[src/rtl/ratio_pkg.sv]
// ratio_pkg: FSM encodings and operation selectors shared by the ratio engine
package ratio_pkg;
  typedef enum logic [2:0] {S_IDLE, S_LOAD, S_MUL, S_DIV, S_DONE} state_t;
  localparam logic OP_PQ_RATIO = 1'b0;
  localparam logic OP_SUM_DIFF = 1'b1;
endpackage

[src/rtl/seq_divider.sv]
// seq_divider: restoring divider, one quotient bit per cycle; quo/rem carry the value the current step registers
module seq_divider #(
  parameter int DW = 48,
  parameter int VW = 25
) (
  input  logic          clk,
  input  logic          rst_n,
  input  logic          load,
  input  logic [DW-1:0] dividend,
  input  logic [VW-1:0] divisor,
  output logic          busy,
  output logic          done,
  output logic [DW-1:0] quo,
  output logic [VW-1:0] rem
);
  localparam int CW = $clog2(DW + 1);
  logic [DW-1:0] q_r;
  logic [VW-1:0] r_r, d_r;
  logic [CW-1:0] cnt;
  logic [VW:0] sh;
  logic ge;
  always_comb begin
    sh = {r_r, q_r[DW-1]};
    ge = sh >= {1'b0, d_r};
    rem = ge ? VW'(sh - {1'b0, d_r}) : sh[VW-1:0];
    quo = {q_r[DW-2:0], ge};
    busy = cnt != '0;
    done = cnt == CW'(1);
  end
  always_ff @(posedge clk or negedge rst_n)
    if (!rst_n) begin
      q_r <= '0;
      r_r <= '0;
      d_r <= '0;
      cnt <= '0;
    end else if (load) begin
      q_r <= dividend;
      r_r <= '0;
      d_r <= divisor;
      cnt <= CW'(DW);
    end else if (busy) begin
      q_r <= quo;
      r_r <= rem;
      cnt <= cnt - CW'(1);
    end
endmodule

[src/rtl/ratio_engine.sv]
// ratio_engine: sequential (P*Q)/(P+Q) or (P+Q)/(R-Q) unit; RATIO_HIST_EN adds a circular result history
module ratio_engine
  import ratio_pkg::*;
#(
  parameter int WIDTH = 24,
  parameter int DEPTH = 16,
  localparam int AW = $clog2(DEPTH)
) (
  input  logic             clk,
  input  logic             rst_n,
  input  logic             start,
  input  logic             op_sel,
  input  logic [WIDTH-1:0] p,
  input  logic [WIDTH-1:0] q,
  input  logic [WIDTH-1:0] r,
  output logic             busy,
  output logic             done,
  output logic [WIDTH-1:0] s,
  output logic [WIDTH:0]   rem,
  output logic             div_zero,
  output logic             ovf,
  input  logic [AW-1:0]    rd_addr,
  output logic [WIDTH+1:0] rd_data,
  output logic [AW:0]      hist_count
);
  localparam int CW = $clog2(WIDTH + 1);
  state_t state, state_nxt;
  logic op_r;
  logic [WIDTH-1:0] p_r, q_r, r_r, mq;
  logic [2*WIDTH-1:0] mc, acc, acc_nxt, dv_dnd, dv_quo;
  logic [CW-1:0] mcnt;
  logic [WIDTH:0] num, dvs, dv_rem;
  logic dv_zero, mul_last, dv_load, dv_busy, dv_done, dv_ovf;
  assign num = {1'b0, p_r} + {1'b0, q_r};
  assign dvs = (op_r == OP_PQ_RATIO) ? num : {1'b0, r_r - q_r};
  assign dv_zero = dvs == '0;
  assign mul_last = state == S_MUL && mcnt == CW'(1);
  assign acc_nxt = acc + (mq[0] ? mc : '0);
  assign dv_load = (state == S_LOAD && !dv_zero && op_r == OP_SUM_DIFF) || mul_last;
  assign dv_dnd = mul_last ? acc_nxt : {{(WIDTH-1){1'b0}}, num};
  assign dv_ovf = |dv_quo[2*WIDTH-1:WIDTH];
  seq_divider #(.DW(2*WIDTH), .VW(WIDTH+1)) u_div (
    .clk(clk),
    .rst_n(rst_n),
    .load(dv_load),
    .dividend(dv_dnd),
    .divisor(dvs),
    .busy(dv_busy),
    .done(dv_done),
    .quo(dv_quo),
    .rem(dv_rem)
  );
  always_ff @(posedge clk or negedge rst_n)
    if (!rst_n) state <= S_IDLE;
    else state <= state_nxt;
  always_comb begin
    state_nxt = state;
    case (state)
      S_IDLE: state_nxt = start ? S_LOAD : S_IDLE;
      S_LOAD: state_nxt = dv_zero ? S_DONE : (op_r == OP_SUM_DIFF) ? S_DIV : S_MUL;
      S_MUL:  state_nxt = mul_last ? S_DIV : S_MUL;
      S_DIV:  state_nxt = dv_done ? S_DONE : S_DIV;
      default: state_nxt = S_IDLE;
    endcase
  end
  always_comb begin
    busy = state == S_LOAD || state == S_MUL || dv_busy;
    done = state == S_DONE;
  end
  always_ff @(posedge clk or negedge rst_n)
    if (!rst_n) begin
      op_r <= 1'b0;
      p_r <= '0;
      q_r <= '0;
      r_r <= '0;
      mc <= '0;
      mq <= '0;
      acc <= '0;
      mcnt <= '0;
    end else begin
      if (state == S_IDLE && start) {op_r, p_r, q_r, r_r} <= {op_sel, p, q, r};
      if (state == S_LOAD) begin
        mc <= {{WIDTH{1'b0}}, p_r};
        mq <= q_r;
        acc <= '0;
        mcnt <= CW'(WIDTH);
      end else if (state == S_MUL) begin
        acc <= acc_nxt;
        mc <= mc << 1;
        mq <= mq >> 1;
        mcnt <= mcnt - CW'(1);
      end
    end
  // results register on the edge entering DONE so they are valid alongside done
  always_ff @(posedge clk or negedge rst_n)
    if (!rst_n) begin
      s <= '0;
      rem <= '0;
      div_zero <= 1'b0;
      ovf <= 1'b0;
    end else if (state == S_LOAD && dv_zero) begin
      s <= '1;
      rem <= '0;
      div_zero <= 1'b1;
      ovf <= 1'b0;
    end else if (state == S_DIV && dv_done) begin
      s <= dv_ovf ? '1 : dv_quo[WIDTH-1:0];
      rem <= dv_rem;
      div_zero <= 1'b0;
      ovf <= dv_ovf;
    end
`ifdef RATIO_HIST_EN
  logic [WIDTH+1:0] mem [DEPTH];
  logic [AW-1:0] wr_ptr;
  always_ff @(posedge clk)
    if (done) mem[wr_ptr] <= {ovf, div_zero, s};
  always_ff @(posedge clk or negedge rst_n)
    if (!rst_n) begin
      wr_ptr <= '0;
      hist_count <= '0;
      rd_data <= '0;
    end else begin
      rd_data <= mem[rd_addr];
      if (done) begin
        wr_ptr <= wr_ptr + AW'(1);
        if (hist_count != (AW+1)'(DEPTH)) hist_count <= hist_count + (AW+1)'(1);
      end
    end
`else
  logic unused_rd;
  assign unused_rd = ^rd_addr;
  assign rd_data = '0;
  assign hist_count = '0;
`endif
endmodule

[config.mk]
export PLATFORM = sky130hd
export DESIGN_NAME = ratio_engine
export DESIGN_NICKNAME = d
export VERILOG_FILES = /design/src/rtl/ratio_pkg.sv /design/src/rtl/seq_divider.sv /design/src/rtl/ratio_engine.sv
export SDC_FILE = /design/constraint.sdc
export NUM_CORES = 1
export LEC_CHECK = 0
export BUFFER_PORTS_ARGS = -buffer_cell sky130_fd_sc_hd__buf_4
export CELL_PAD_IN_SITES_DETAIL_PLACEMENT = 2
export CELL_PAD_IN_SITES_GLOBAL_PLACEMENT = 2
export CORE_UTILIZATION = 42
export CTS_CLUSTER_SIZE = 16
export DETAILED_ROUTE_END_ITERATION = 10
export PLACE_DENSITY = 0.91
export SYNTH_ARGS = -nofsm -noshare
export SYNTH_HDL_FRONTEND = slang
export SYNTH_SLANG_ARGS = --single-unit
export TNS_END_PERCENT = 100
[constraint.sdc]
create_clock -name clk -period 5.3 [get_ports clk]
set_input_delay 0.53 -clock clk [delete_from_list [all_inputs] [get_ports clk]]
set_output_delay 0.53 -clock clk [all_outputs]
set_load 0.03 [all_outputs]
# Yosys cells after proc, flatten, opt, wreduce, memory -nomap -nowiden
# Cells that the tools add are included.
# Widths: inputs -> output; s select.
[totals]
input_bits = 80
regBits = 356
out_inout_bits = 84
wordCells = 80
[op_classes]
reduce_logical = 17
order_cmp = 1
eq_ne = 6
n_addsub = 6
n_mux = 33
[ops]
columns = ["cell", "n"]
rows = [
  ["$mux 48", 8],
  ["$mux 25", 6],
  ["$mux 24", 5],
  ["$add 48x48->48", 1],
  ["$ge 26x25->1", 1],
  ["$add 24x24->25", 1],
  ["$logic_not 25->1", 1],
  ["$sub 25x25->25", 1],
  ["$reduce_or 24->1", 1],
  ["$sub 24x24->24", 1],
  ["$mux 6", 2],
  ["$pmux 3 s4", 1],
  ["$mux 5", 2],
  ["$mux 1", 7],
  ["$eq 3x2->1 const B", 2],
  ["$eq 6x1->1 const B", 1],
  ["$logic_and 1x1->1", 6],
  ["$mux 3", 2],
  ["$reduce_bool 2->1", 3],
  ["$reduce_bool 6->1", 1],
  ["$sub 6x1->6 const B", 1],
  ["$eq 5x1->1 const B", 1],
  ["$sub 5x1->5 const B", 1],
  ["$eq 3x1->1 const B", 1],
  ["other kinds (4)", 6],
]

# Longest topological paths before layout
# Gate-level depths: netlist of run 1.
[logic_depth]
word_depth = 8
depth_mapped = 16
ltp_nobuf = 14

# Hierarchy
# Synthesis of run 1 repeated with hierarchy kept, for this count alone.
[hier_totals]
hier_cells = 2706
area_unflattened_um2 = 23198.5
[modules_own_cells]
columns = ["module", "area_each_um2", "seq_area_each_um2", "instances", "cells_per_inst"]
rows = [
  ["ratio_engine", 16563.4, 6306.0, 1, 1953],
  ["seq_divider", 6635.1, 2602.5, 1, 753],
]

# Worst setup path after synthesis of run 1
# No wires, ideal clock.
[synth_timing]
path_type = "register -> register"
start = "reg q_r[0]"
end = "reg rem[23]"
stages_incl_launch_ff = 15
path_buffers = 2
t_required_ns = 5.179
setup_slack_ns = 1.738
period_less_slack_ns = 3.562
setup_time_ns = 0.121
t_arrival_ns = 3.441
cell_sequence = "dfrtp_1 -> ha_1 -> fa_1 -> a211oi_2 -> nor2_1 -> xnor2_1 -> o22ai_1 -> or4_1 -> nor4_1 -> o2111ai_1 -> nor4_1 -> buf_4 -> a31oi_4 -> buf_2 -> a22o_1"
[synth_between]
elab_chain_cells = 5
word_cells_on_any_way = 7
cone_classes = "add/sub (2); mux (2); reduce/logical (3)"
[synth_lines]
columns = ["element", "line", "rtl"]
rows = [
  ["start, declared", "ratio_engine.sv:29", "logic [WIDTH-1:0] p_r, q_r, r_r, mq;"],
  ["start signal, assigned", "ratio_engine.sv:81", "if (state == S_IDLE && start) {op_r, p_r, q_r, r_r} <= {op_sel, p, q, r};"],
  ["$add 24x24->25 / $sub 24x24->24 (equally long branches)", "ratio_engine.sv:34, ratio_engine.sv:35", ""],
  ["$mux 25 *", "ratio_engine.sv:35", "assign dvs = (op_r == OP_PQ_RATIO) ? num : {1'b0, r_r - q_r};"],
  ["$logic_not 25->1 *", "ratio_engine.sv:36", "assign dv_zero = dvs == '0;"],
  ["$logic_and 1x1->1 *", "ratio_engine.sv:101", "end else if (state == S_LOAD && dv_zero) begin"],
  ["$mux 25 / $reduce_bool 2->1 (equally long branches)", "-", ""],
  ["end signal, assigned", "ratio_engine.sv:108", "rem <= dv_rem;"],
  ["end, declared", "ratio_engine.sv:19", "output logic [WIDTH:0] rem,"],
]
# Mark *: on every way between the ends. The rest lies on a longest branch, timed or not.
# A chain may end at the register's enable or synchronous reset.

# Worst setup path after layout of run 1
[layout_timing]
start = "reg q_r[0]"
end = "reg s[20]"
[layout_between]
elab_chain_cells = 5
word_cells_on_any_way = 7
cone_classes = "add/sub (2); mux (2); reduce/logical (3)"
[layout_lines]
columns = ["element", "line", "rtl"]
rows = [
  ["$add 24x24->25 / $sub 24x24->24 (equally long branches)", "ratio_engine.sv:34, ratio_engine.sv:35", ""],
  ["$mux 25 *", "ratio_engine.sv:35", ""],
  ["$logic_not 25->1 *", "ratio_engine.sv:36", ""],
  ["$logic_and 1x1->1 *", "ratio_engine.sv:101", ""],
  ["$mux 24 / $reduce_bool 2->1 (equally long branches)", "-", ""],
  ["end signal, assigned", "ratio_engine.sv:107", "s <= dv_ovf ? '1 : dv_quo[WIDTH-1:0];"],
  ["end, declared", "ratio_engine.sv:18", "output logic [WIDTH-1:0] s,"],
]
# Marks and branches as above.

==> impl_metrics.ini, run 1 <==
[outcome]
outcome = complete, no violations

[sta]
fin_setup_tns_ns = 0
tightest_slew_ns = 1.24
slew_headroom_pct = 16.8
max_freq_mhz = 196
setup_viol = 0
period_share_pct = 96.2
fin_crit_ns = 5.10
fin_skew_ns = 0.0199
final-hold-violation-count = 0
rsz0062_at_grt = false
drv_slew = 0

[place]
place_hpwl_mm = 62.9
io_buffers = 128
finalWeightedCongestion = 0.917

[clock_tree]
cts_tree = done
clockBufferDepth = 3
cts_root_buf = clkbuf_16
postCtsSetupRepairBufs = 0
clock_latency_ns = 0.59
cts_sinks = 356
htree_levels = 2
cts_buffers = 44
clk_pin_slew_worst_paths_ns = 0.06

[yosys]
avgSynthCellArea_um2 = 9.27
synth_area_mm2 = 0.0223
ys_top_cells_by_area = dfrtp_1 40%, ha_1 6.9%, nand2_1 4.7%
synthArstFlopShare_pct = 100
synth-edff-count = 0
ys.flop_type = dfrtp_1
yosys.area.top_type = dfrtp_1
yosysTopAreaCellShare_pct = 40.0
synth_cell_types = 91
ys_ff_latch = 356
ys_warn_count = 0
yosysSeqAreaShare_pct = 40.0
postSynthCellCount = 2401

[finish]
nFillCells = 5442
ff_latch_area_mm2 = 0.00891
area_growth_pct = 13.2
final_layout_size_suffix_gt1_share_pct = 13.7
final_nets = 2681
multiInputGateArea_mm2 = 0.0125
num_antenna_cells = 0

[detailed_routing]
wl_per_cell_um = 29.6
ant_nets = 0
drc = 0
drtIter0Drc = 1539
vias = 20600
avgViaCountPerCell = 6.45
first_pass_iters = 5
totalWireLength_mm = 94.5

[setup_path]
worstPathRequired_ns = 5.82
ff2ff_path_depth = 14
critPathKind = reg2reg
cp-start-kind = register
end_kind = register
arrival_ns = 5.61
crit_fanout = 25
rrSetupSlack_ns = 0.20

[global_route]
grt_pass1_wl_mm = 145
grt_max_degree = 126
grt_pass1_vias = 22900
grtUsageTotal_pct = 35.3
antenna_found_initial = 0
grt_overflow = 0

[min_path]
whs_path_depth = 3
holdCritPathClass = in2reg

[floorplan]
io_pins = 164
fp.coreArea_mm2 = 0.0524
dieArea_mm2 = 0.0539
die_y_um = 232
rows = 84
dieWidth_um = 232
initial_core_util_pct = 42.5

[flow_run]
drv_cap = 0
cell usage after synthesis, types with 33 or more instances:
library cell  count
nor3_1           33
nor2_1          182
dfrtp_1         356
a22o_1           74
a21oi_1         136
nand3_1          37
buf_4            39
a21o_1           56
ha_1            123
clkbuf_1        106
and2_1           56
xor2_1           35
mux2_2           57
xnor2_1          59
nand2_1         276
inv_1            83
mux2i_1          63
a31oi_1          70
o21ai_0         133
critical path, stage by stage, from the launching register on:
cell and delay, ns:
dfrtp_1 0.44, ha_1 0.25, fa_1 0.43, a211oi_2 0.31, o211ai_1 0.24, a21oi_2 0.31
xor2_1 0.43, nor2_1 0.12, nor4_1 0.44, o2111ai_1 0.27, nor4_4 0.51, buf_4 0.36
a31oi_4 0.22, clkinv_2 0.44, o22a_1 0.23
what timing repair did:
item | CTS | global route
hold endpoints to repair | 71 | 0
resized for setup | 0 | 2
hold buffers | 1 | 0
setup endpoints to repair | 0 | 44
layout make-up:
type | count | share of cell area [%]
clock buffers | 67 | 5.15
clock inverters | 8 | 0.472
inverters | 84 | 1.26
multi-input cells | 1827 | 49.4
flip-flops and latches | 356 | 35.3
well taps | 688 | 3.42
repair buffers | 161 | 4.93
state kept, by name, summed over array words and instances (netlist names):
name and flops:
ovf 1, p_r 24, op_r 1, u_div.d_r 25, u_div.q_r 48, s 24
u_div.cnt 6, mc 48, rem 25, q_r 24, mcnt 5, mq 24
u_div.r_r 25, div_zero 1, state 3, acc 48, r_r 24
metrics by stage:
step	utilization, %	hold slack (ns)	instances	instance area [um2]	worst slack, ns
final	48.1	0.157	3191	25200	0.204
after global routing	48.1	0.168	3191	25200	0.0424
after CTS	48.0	0.140	3191	25200	0.0858
after detailed placement	45.3	0.481	3115	23800	0.230
after global placement	45.3	0.471	3115	23800	0.428
after floorplan	-	0.234	2431	22400	1.74
final timing paths:
| kind | startpoint | to |
|---|---|---|
| worst max-delay path | q_r[0] | s[20] |
| worst min-delay path | q[14] | q_r[14] |
| worst max register to register | q_r[0] | s[20] |
| worst min register to register | rem[3] | rem[3] |
| max in group asynchronous | rst_n | u_div.q_r[19] |
| min in group asynchronous | rst_n | rem[3] |
placed cells by master, fill, tap and decap left out, types with 7 or more instances in the layout:
cell type  Yosys  routed
dfrtp_1      356     356
nand2_1      276     275
nor2_1       182     180
buf_4         39     157
a21oi_1      136     135
o21ai_0      133     133
ha_1         123     123
inv_1         83      83
a22o_1        74      74
a31oi_1       70      69
mux2i_1       63      63
xnor2_1       59      59
mux2_2        57      57
and2_1        56      56
a21o_1        56      56
clkbuf_16      0      45
nand3_1       37      37
xor2_1        35      35
nor3_1        33      33
conb_1         1      31
a211oi_1      29      29
o22a_1        25      25
o2bb2ai_1     24      24
a211oi_2      22      22
o211ai_1      20      20
and3_1        19      19
nand2b_1      21      19
o22ai_1       17      17
nand4_1       16      16
nor4_1        16      15
nor2b_1       14      14
o21bai_1      14      14
clkbuf_1     106      13
o21ai_1       11      11
o221ai_1      11      11
o21a_1        10      10
or3_1         10      10
clkbuf_8       0       9
a31o_2         7       7
a211o_1        7       7
routing by layer:
metal,GRT usage (%),vias up,part of all wire (%)
li1,-,8807,-
met1,42.2,10700,39
met2,60.2,811,49
met3,5.66,297,5.5
met4,19.8,0,6.0
met5,0,-,0
cell families (layout without fill, tap and decap cells):
logic type | Yosys count | count (layout) | synth area share, %
AOI/OAI and AO/OA | 733 | 733 | 23.2
xor gates and xnor gates | 94 | 94 | 3.70
adders and majority gates | 127 | 127 | 7.27
buffers and inverters | 248 | 320 | 4.91
DFF | 356 | 356 | 40.0
muxes | 124 | 124 | 5.92
other | 1 | 31 | 0.0168
and+or+nand+nor | 718 | 718 | 15.0
Power of run 1 is left out: the tool's default activity adds up to more than one toggle a clock period on the data nets, which glitch-free logic cannot reach.
==> run 2: changes to the inputs <==
--- a/config.mk
+++ b/config.mk
@@ -8,11 +8,12 @@
 export BUFFER_PORTS_ARGS = -buffer_cell sky130_fd_sc_hd__buf_4
 export CELL_PAD_IN_SITES_DETAIL_PLACEMENT = 2
 export CELL_PAD_IN_SITES_GLOBAL_PLACEMENT = 2
-export CORE_UTILIZATION = 42
+export CORE_UTILIZATION = 41
 export CTS_CLUSTER_SIZE = 16
 export DETAILED_ROUTE_END_ITERATION = 10
-export PLACE_DENSITY = 0.91
+export PLACE_DENSITY = 0.92
 export SYNTH_ARGS = -nofsm -noshare
 export SYNTH_HDL_FRONTEND = slang
+export SYNTH_HIERARCHICAL = 1
 export SYNTH_SLANG_ARGS = --single-unit
 export TNS_END_PERCENT = 100
==> run 2 against run 1 <==
Non-clock buffer count unchanged; die area rose by 6.7%; via count rose by 3.0%; sequential share of layout area fell by 0.79 points; setup slack got worse by 0.14 ns; core utilization is 1.6 points lower; count of clock-buffer cells in the layout fell by 9; synthesized cell count is 13% higher; largest cell class unchanged; critical path depth is 1 higher; clock skew grew 0.0032 ns; highest routed layer unchanged; area after synthesis rose by 4.2%; cell area grew 2.3%; critical path type unchanged.
==> impl_metrics.ini, run 2 <==
[power]
netSwitchingFraction_pct = 22.6
seqPwrFrac_pct = 45.1
p_leak_nw = 12.0
combPwrFrac_pct = 2.3
peakVddDrop_mv = 0.190
p_switching_mw = 1.36
power_density_mw_per_mm2 = 234
internal_power_mw = 4.66
p_total_mw = 6.02
clkPwrFrac_pct = 52.6

[setup_path]
worstPathRequired_ns = 5.73
critPathKind = reg2reg
end_kind = register
startpoint = p_r[0]
arrival_ns = 5.66
rrSetupSlack_ns = 0.07
crit_fanout = 47
reg2reg_from = p_r[0]
ff2ff_path_depth = 15
r2r-end = u_div/d_r[17]
setup.worst_path.end = u_div/d_r[17]
cp-start-kind = register

[finish]
final_common_cell = nand2_1
reg.largest.list = acc (48), mc (48), u_div/q_r (48)
num_antenna_cells = 0
final_layout_size_suffix_gt1_share_pct = 12.0
post-route-cell-area_mm2 = 0.0258
nFillCells = 6032
finalNonFillerCells = 3479
final_nets = 2911
final_core_util_pct = 46.4
area_growth_pct = 11.1
layout_common_cells = 456 x nand2_1, 356 x dfrtp_1, 231 x o21ai_0

[clock_tree]
clockBufferDepth = 3
clk_pin_slew_worst_paths_ns = 0.07
cts_root_buf = clkbuf_16
clock_latency_ns = 0.60
htree_levels = 2
cts_buffers = 42
cts_sinks = 356
postCtsSetupRepairBufs = 0
cts_tree = done

[place]
place_hpwl_mm = 64.0
io_buffers = 128
dp_cells = 3407
dpl-instance-area_mm2 = 0.0243
finalWeightedCongestion = 0.907

[yosys]
postSynthCellCount = 2706
yosysSeqAreaShare_pct = 38.4
ys_top_cells_by_area = dfrtp_1 38%, nand2_1 7.4%, ha_1 6.6%
synth_top_family_by_area = compound AO/OA/AOI/OAI gates
ys_warn_count = 6
ys_ff_latch = 356
ys.flop_type = dfrtp_1
avgSynthCellArea_um2 = 8.57
yosys.area.top_type = dfrtp_1
synth_common_cells = 457 x nand2_1, 356 x dfrtp_1, 232 x o21ai_0
synth-compound-area-share_pct = 20.5
synthXorXnorAreaFrac_pct = 3.78
synth_cell_types = 90
synth-simple-area-share_pct = 18.1
synth-edff-count = 0
synth.mux.area_fraction_pct = 5.38
synth.most_common_cell = nand2_1
synth_area_mm2 = 0.0232
synthArstFlopShare_pct = 100
synthAdderAreaFrac_pct = 6.98
yosysTopAreaCellShare_pct = 38.4

[detailed_routing]
first_pass_iters = 5
drc = 0
ant_nets = 0
dr_wl_met3_mm = 4.13
vias = 21200
drt-met1-wl_mm = 38.0
drtIter0Drc = 1360
totalWireLength_mm = 91.3
routed.top_layer = met4
avgViaCountPerCell = 6.10
wl_per_cell_um = 26.2
met2_length_mm = 43.8

[sta]
fin_skew_ns = 0.0231
holdWs_ns = 0.0198
period_share_pct = 98.7
max_freq_mhz = 191
fin_crit_ns = 5.23
slew_headroom_pct = 18.4
setup_viol = 0
final-hold-violation-count = 0
drv_slew = 0
tightest_slew_ns = 1.22

[global_route]
grt_max_degree = 119
antenna_found_initial = 0
grt_overflow = 0
grt_pass1_vias = 23500
grtUsageTotal_pct = 31.6
grt_pass1_wl_mm = 140

[floorplan]
rows = 86
fp.coreArea_mm2 = 0.0555
dieWidth_um = 240
dieArea_mm2 = 0.0575
initial_core_util_pct = 41.8
die_y_um = 240
io_pins = 164

[flow_run]
drv_cap = 0

[min_path]
holdCritPathClass = in2async

[outcome]
outcome = complete, no violations
-- run 2: changes by cell type after synthesis, sizes merged, moves of 12 or more --
cell     change
nand4       +17
clkbuf      +25
buf         +49
a211oi      -35
o2bb2ai     -23
o22a        -25
a22o        -26
o22ai       +12
nor2        +27
nand2      +183
o21ai      +109
o21a        +15
-- run 2: area by class of cell --
type                    count  area, um2  share of cell area, %
clock buffers              58       1230                   4.78
clock inverters            13        223                  0.864
inverters                  91        352                   1.36
multi-input cells        2052      12900                   49.9
flip-flops and latches    356       8910                   34.6
well taps                 748        936                   3.63
repair buffers            161       1250                   4.86
-- run 2: cell families after synthesis --
group,count (synthesis)
multiplexers,117
AND/OR/NAND/NOR,939
flip-flops,356
adder cells (fa/ha/maj),127
other,1
buffers and inverters,329
AO/OA/AOI/OAI,737
XOR/XNOR,100
-- run 2: routing by layer --
layer / track usage [%] / up-vias
met4: 17.8 / 0
met3: 4.34 / 242
met2: 53.3 / 623
met5: 0 / -
li1: - / 9415
met1: 38.8 / 10900
-- run 2: power groups by stage --
stage          clock network [mW]  logic [mW]  registers (mW)
2_1_floorplan                   0      0.0469            2.77
3_3_place_gp                    0       0.136            2.77
3_5_place_dp                    0       0.140            2.77
4_1_cts                      3.22       0.141            2.72
5_1_grt                      3.30       0.150            2.72
6_report                     3.17       0.137            2.72
-- run 2: worst min path at each step --
stage              from        to  slack (ns)  cells after the start
2_1_floorplan     rst_n    acc[0]        0.23                      0
3_3_place_gp   div_zero  div_zero        0.46                      2
3_5_place_dp    acc[14]   acc[14]        0.49                      2
4_1_cts           rst_n    p_r[8]        0.08                      1
5_1_grt           rst_n   p_r[20]         0.1                      1
6_report          rst_n   p_r[20]        0.02                      1
-- run 2: stage by stage --
step	setup WS [ns]	setup TNS, ns
CTS	0.0726	0
detailed placement	0.123	0
finish	0.0674	0
floorplan	0.795	0
global placement	0.373	0
global route	-0.0389	-0.201
-- run 2: what timing repair did --
item	4_1_cts	5_1_grt
endpoints found under the setup margin	2	20
hold buffers	0	0
gates resized for setup	1	5
cloned	0	1
-- run 2: critical path, stage by stage, from the launching register on --
cell and delay, ns:
dfrtp_1 0.43, ha_1 0.28, fa_1 0.45, a21o_1 0.23
a21oi_1 0.24, xnor2_1 0.21, o22ai_1 0.17, or4_1 0.49
or4_1 0.43, or4b_1 0.55, nor4_4 0.41, nand2_2 0.21
a31o_4 0.38, buf_4 0.29, nand2_1 0.14, o21ai_0 0.15
Power figures use the tool's default switching activity.
==> run 3: changes to the inputs <==
--- a/config.mk
+++ b/config.mk
@@ -8,10 +8,10 @@
 export BUFFER_PORTS_ARGS = -buffer_cell sky130_fd_sc_hd__buf_4
 export CELL_PAD_IN_SITES_DETAIL_PLACEMENT = 2
 export CELL_PAD_IN_SITES_GLOBAL_PLACEMENT = 2
-export CORE_UTILIZATION = 41
+export CORE_UTILIZATION = 27
 export CTS_CLUSTER_SIZE = 16
 export DETAILED_ROUTE_END_ITERATION = 10
-export PLACE_DENSITY = 0.92
+export PLACE_DENSITY = 0.66
 export SYNTH_ARGS = -nofsm -noshare
 export SYNTH_HDL_FRONTEND = slang
 export SYNTH_HIERARCHICAL = 1
==> run 3 against run 2 <==
Critical path depth increased by 1; fmax up 4.8%; combinational power barely moved; total power grew 3.0%; wire length fell by 6.4%; sequential cell count stayed put; core utilization fell by 15 points; largest power group unchanged.
==> impl_metrics.ini, run 3 (same netlist as run 2, synthesis figures left out) <==
[sta]
fin_crit_ns = 4.99
period_share_pct = 94.2
final-hold-violation-count = 0
max_freq_mhz = 200
fin_skew_ns = 0.0196
slew_headroom_pct = 26.4
setup_viol = 0
rsz0062_at_grt = false
fin_setup_tns_ns = 0
tightest_slew_ns = 1.10
drv_slew = 0

[setup_path]
end_kind = register
worst_path_most_repeated_cell = or4_1
crit_buf_inv = 1
cp-start-kind = register
reg2reg_from = p_r[0]
r2r-end = u_div/r_r[24]
cpMaxStageDelayCell = or4b_1
critPathKind = reg2reg
crit_fanout = 15
ff2ff_path_depth = 16
rrSetupSlack_ns = 0.31
cpLargestDelayFamily = simple AND/OR/NAND/NOR gates
worstPathRequired_ns = 5.80
arrival_ns = 5.49
critPathMaxStageDelay_ns = 0.55
cp_cell_sequence = ha_1, fa_1, a21o_1, a21oi_1, xnor2_1, o22ai_1, or4_1, or4_1, or4b_1, nor4_4, nand2_1, a31o_4, inv_1, and3_1, a41oi_1, o21ai_0

[min_path]
min_from = q[8]
whs_path_depth = 3
holdCritPathClass = in2reg
hold_path_end = q_r[8]

[power]
power_density_mw_per_mm2 = 235
p_switching_mw = 1.41
seqPwrFrac_pct = 43.8
peakVddDrop_mv = 0.201
p_leak_nw = 12.0
internal_power_mw = 4.79
combPwrFrac_pct = 2.2
netSwitchingFraction_pct = 22.8
clkPwrFrac_pct = 54.0

[detailed_routing]
wl_per_cell_um = 22.0
vias = 20100
ant_nets = 0
drtIter0Drc = 943
totalWireLength_mm = 85.5
avgViaCountPerCell = 5.17
first_pass_iters = 5
drc = 0

[floorplan]
rows = 107
dieWidth_um = 295
initial_core_util_pct = 27.2
fp.coreArea_mm2 = 0.0851
dieArea_mm2 = 0.0871
die_y_um = 295
io_pins = 164

[clock_tree]
clk_pin_slew_worst_paths_ns = 0.06
clock_latency_ns = 0.58
clockBufferDepth = 3
cts_sinks = 356
cts_tree = done
cts_root_buf = clkbuf_16
cts_buffers = 46
htree_levels = 2

[global_route]
grt_max_degree = 155
grtUsageTotal_pct = 19.5
grt_overflow = 0
antenna_found_initial = 1
grt_pass1_vias = 21900
grt_pass1_wl_mm = 133

[finish]
reg.largest.list = acc (48), mc (48), u_div/q_r (48)
final_nets = 2921
final_common_cell = nand2_1
post-route-cell-area_mm2 = 0.0264
final_layout_size_suffix_gt1_share_pct = 12.4
area_growth_pct = 14.0
final_core_util_pct = 31.1
layout_common_cells = 457 x nand2_1, 355 x dfrtp_1, 232 x o21ai_0
num_antenna_cells = 0

[flow_run]
drv_cap = 0

[outcome]
outcome = complete, no violations

[place]
dpl-instance-area_mm2 = 0.0248
finalWeightedCongestion = 0.883
io_buffers = 128
place_hpwl_mm = 64.6
-- run 3: through the flow --
step / hold slack, ns / setup WS, ns / total power, mW / std cells
after global placement: 0.468 / 0.328 / 2.91 / 3809
final: 0.166 / 0.307 / 6.20 / 3893
after global routing: 0.160 / 0.0398 / 6.42 / 3893
after floorplan: 0.234 / 0.795 / 2.82 / 2736
after detailed placement: 0.481 / 0.173 / 2.91 / 3809
after CTS: 0.134 / 0.170 / 6.32 / 3893
-- run 3: how the worst max path moves through the flow --
stage | startpoint | to | depth (start not counted)
4_1_cts | p_r[0] | u_div/q_r[31] | 15
3_5_place_dp | p_r[0] | u_div/q_r[32] | 15
6_report | p_r[0] | u_div/r_r[24] | 16
3_3_place_gp | p_r[0] | u_div/r_r[12] | 15
2_1_floorplan | q_r[0] | u_div/r_r[0] | 16
5_1_grt | p_r[0] | u_div/r_r[24] | 16
-- run 3: area by class of cell --
class	instances	area, um2
Tap cell	1144	1430
Clock buffer	66	1370
Clock inverter	17	229
Fill cell	9774	58700
Timing Repair Buffer	168	1300
Sequential cell	356	8910
Inverter	91	348
Multi-Input combinational cell	2051	12900
-- run 3: what timing repair did --
action,in CTS,in global routing
hold endpoints to repair,56,0
resized for setup,0,3
setup endpoints to repair,0,76
hold buffers,1,0
buffers inserted,0,0
-- run 3: power by group through the flow --
stage / clock network (mW) / registers, mW / logic, mW
global placement: 0 / 2.77 / 0.139
floorplan: 0 / 2.77 / 0.0469
detailed placement: 0 / 2.77 / 0.142
global route: 3.55 / 2.72 / 0.153
CTS: 3.46 / 2.72 / 0.143
finish: 3.35 / 2.72 / 0.137
-- run 3: routing by layer --
layer	GRT usage [%]	vias to the layer above	wire length, um
met5	0	-	11
met4	4.90	2	1970
met3	2.13	79	2290
met2	32.2	252	39900
met1	27.2	10400	41300
li1	-	9451	-
-- run 3: tightest hold or removal path, stage by stage --
cell and delay [ns]:
buf_4 0.08, nand2_1 0.04, o21ai_0 0.06
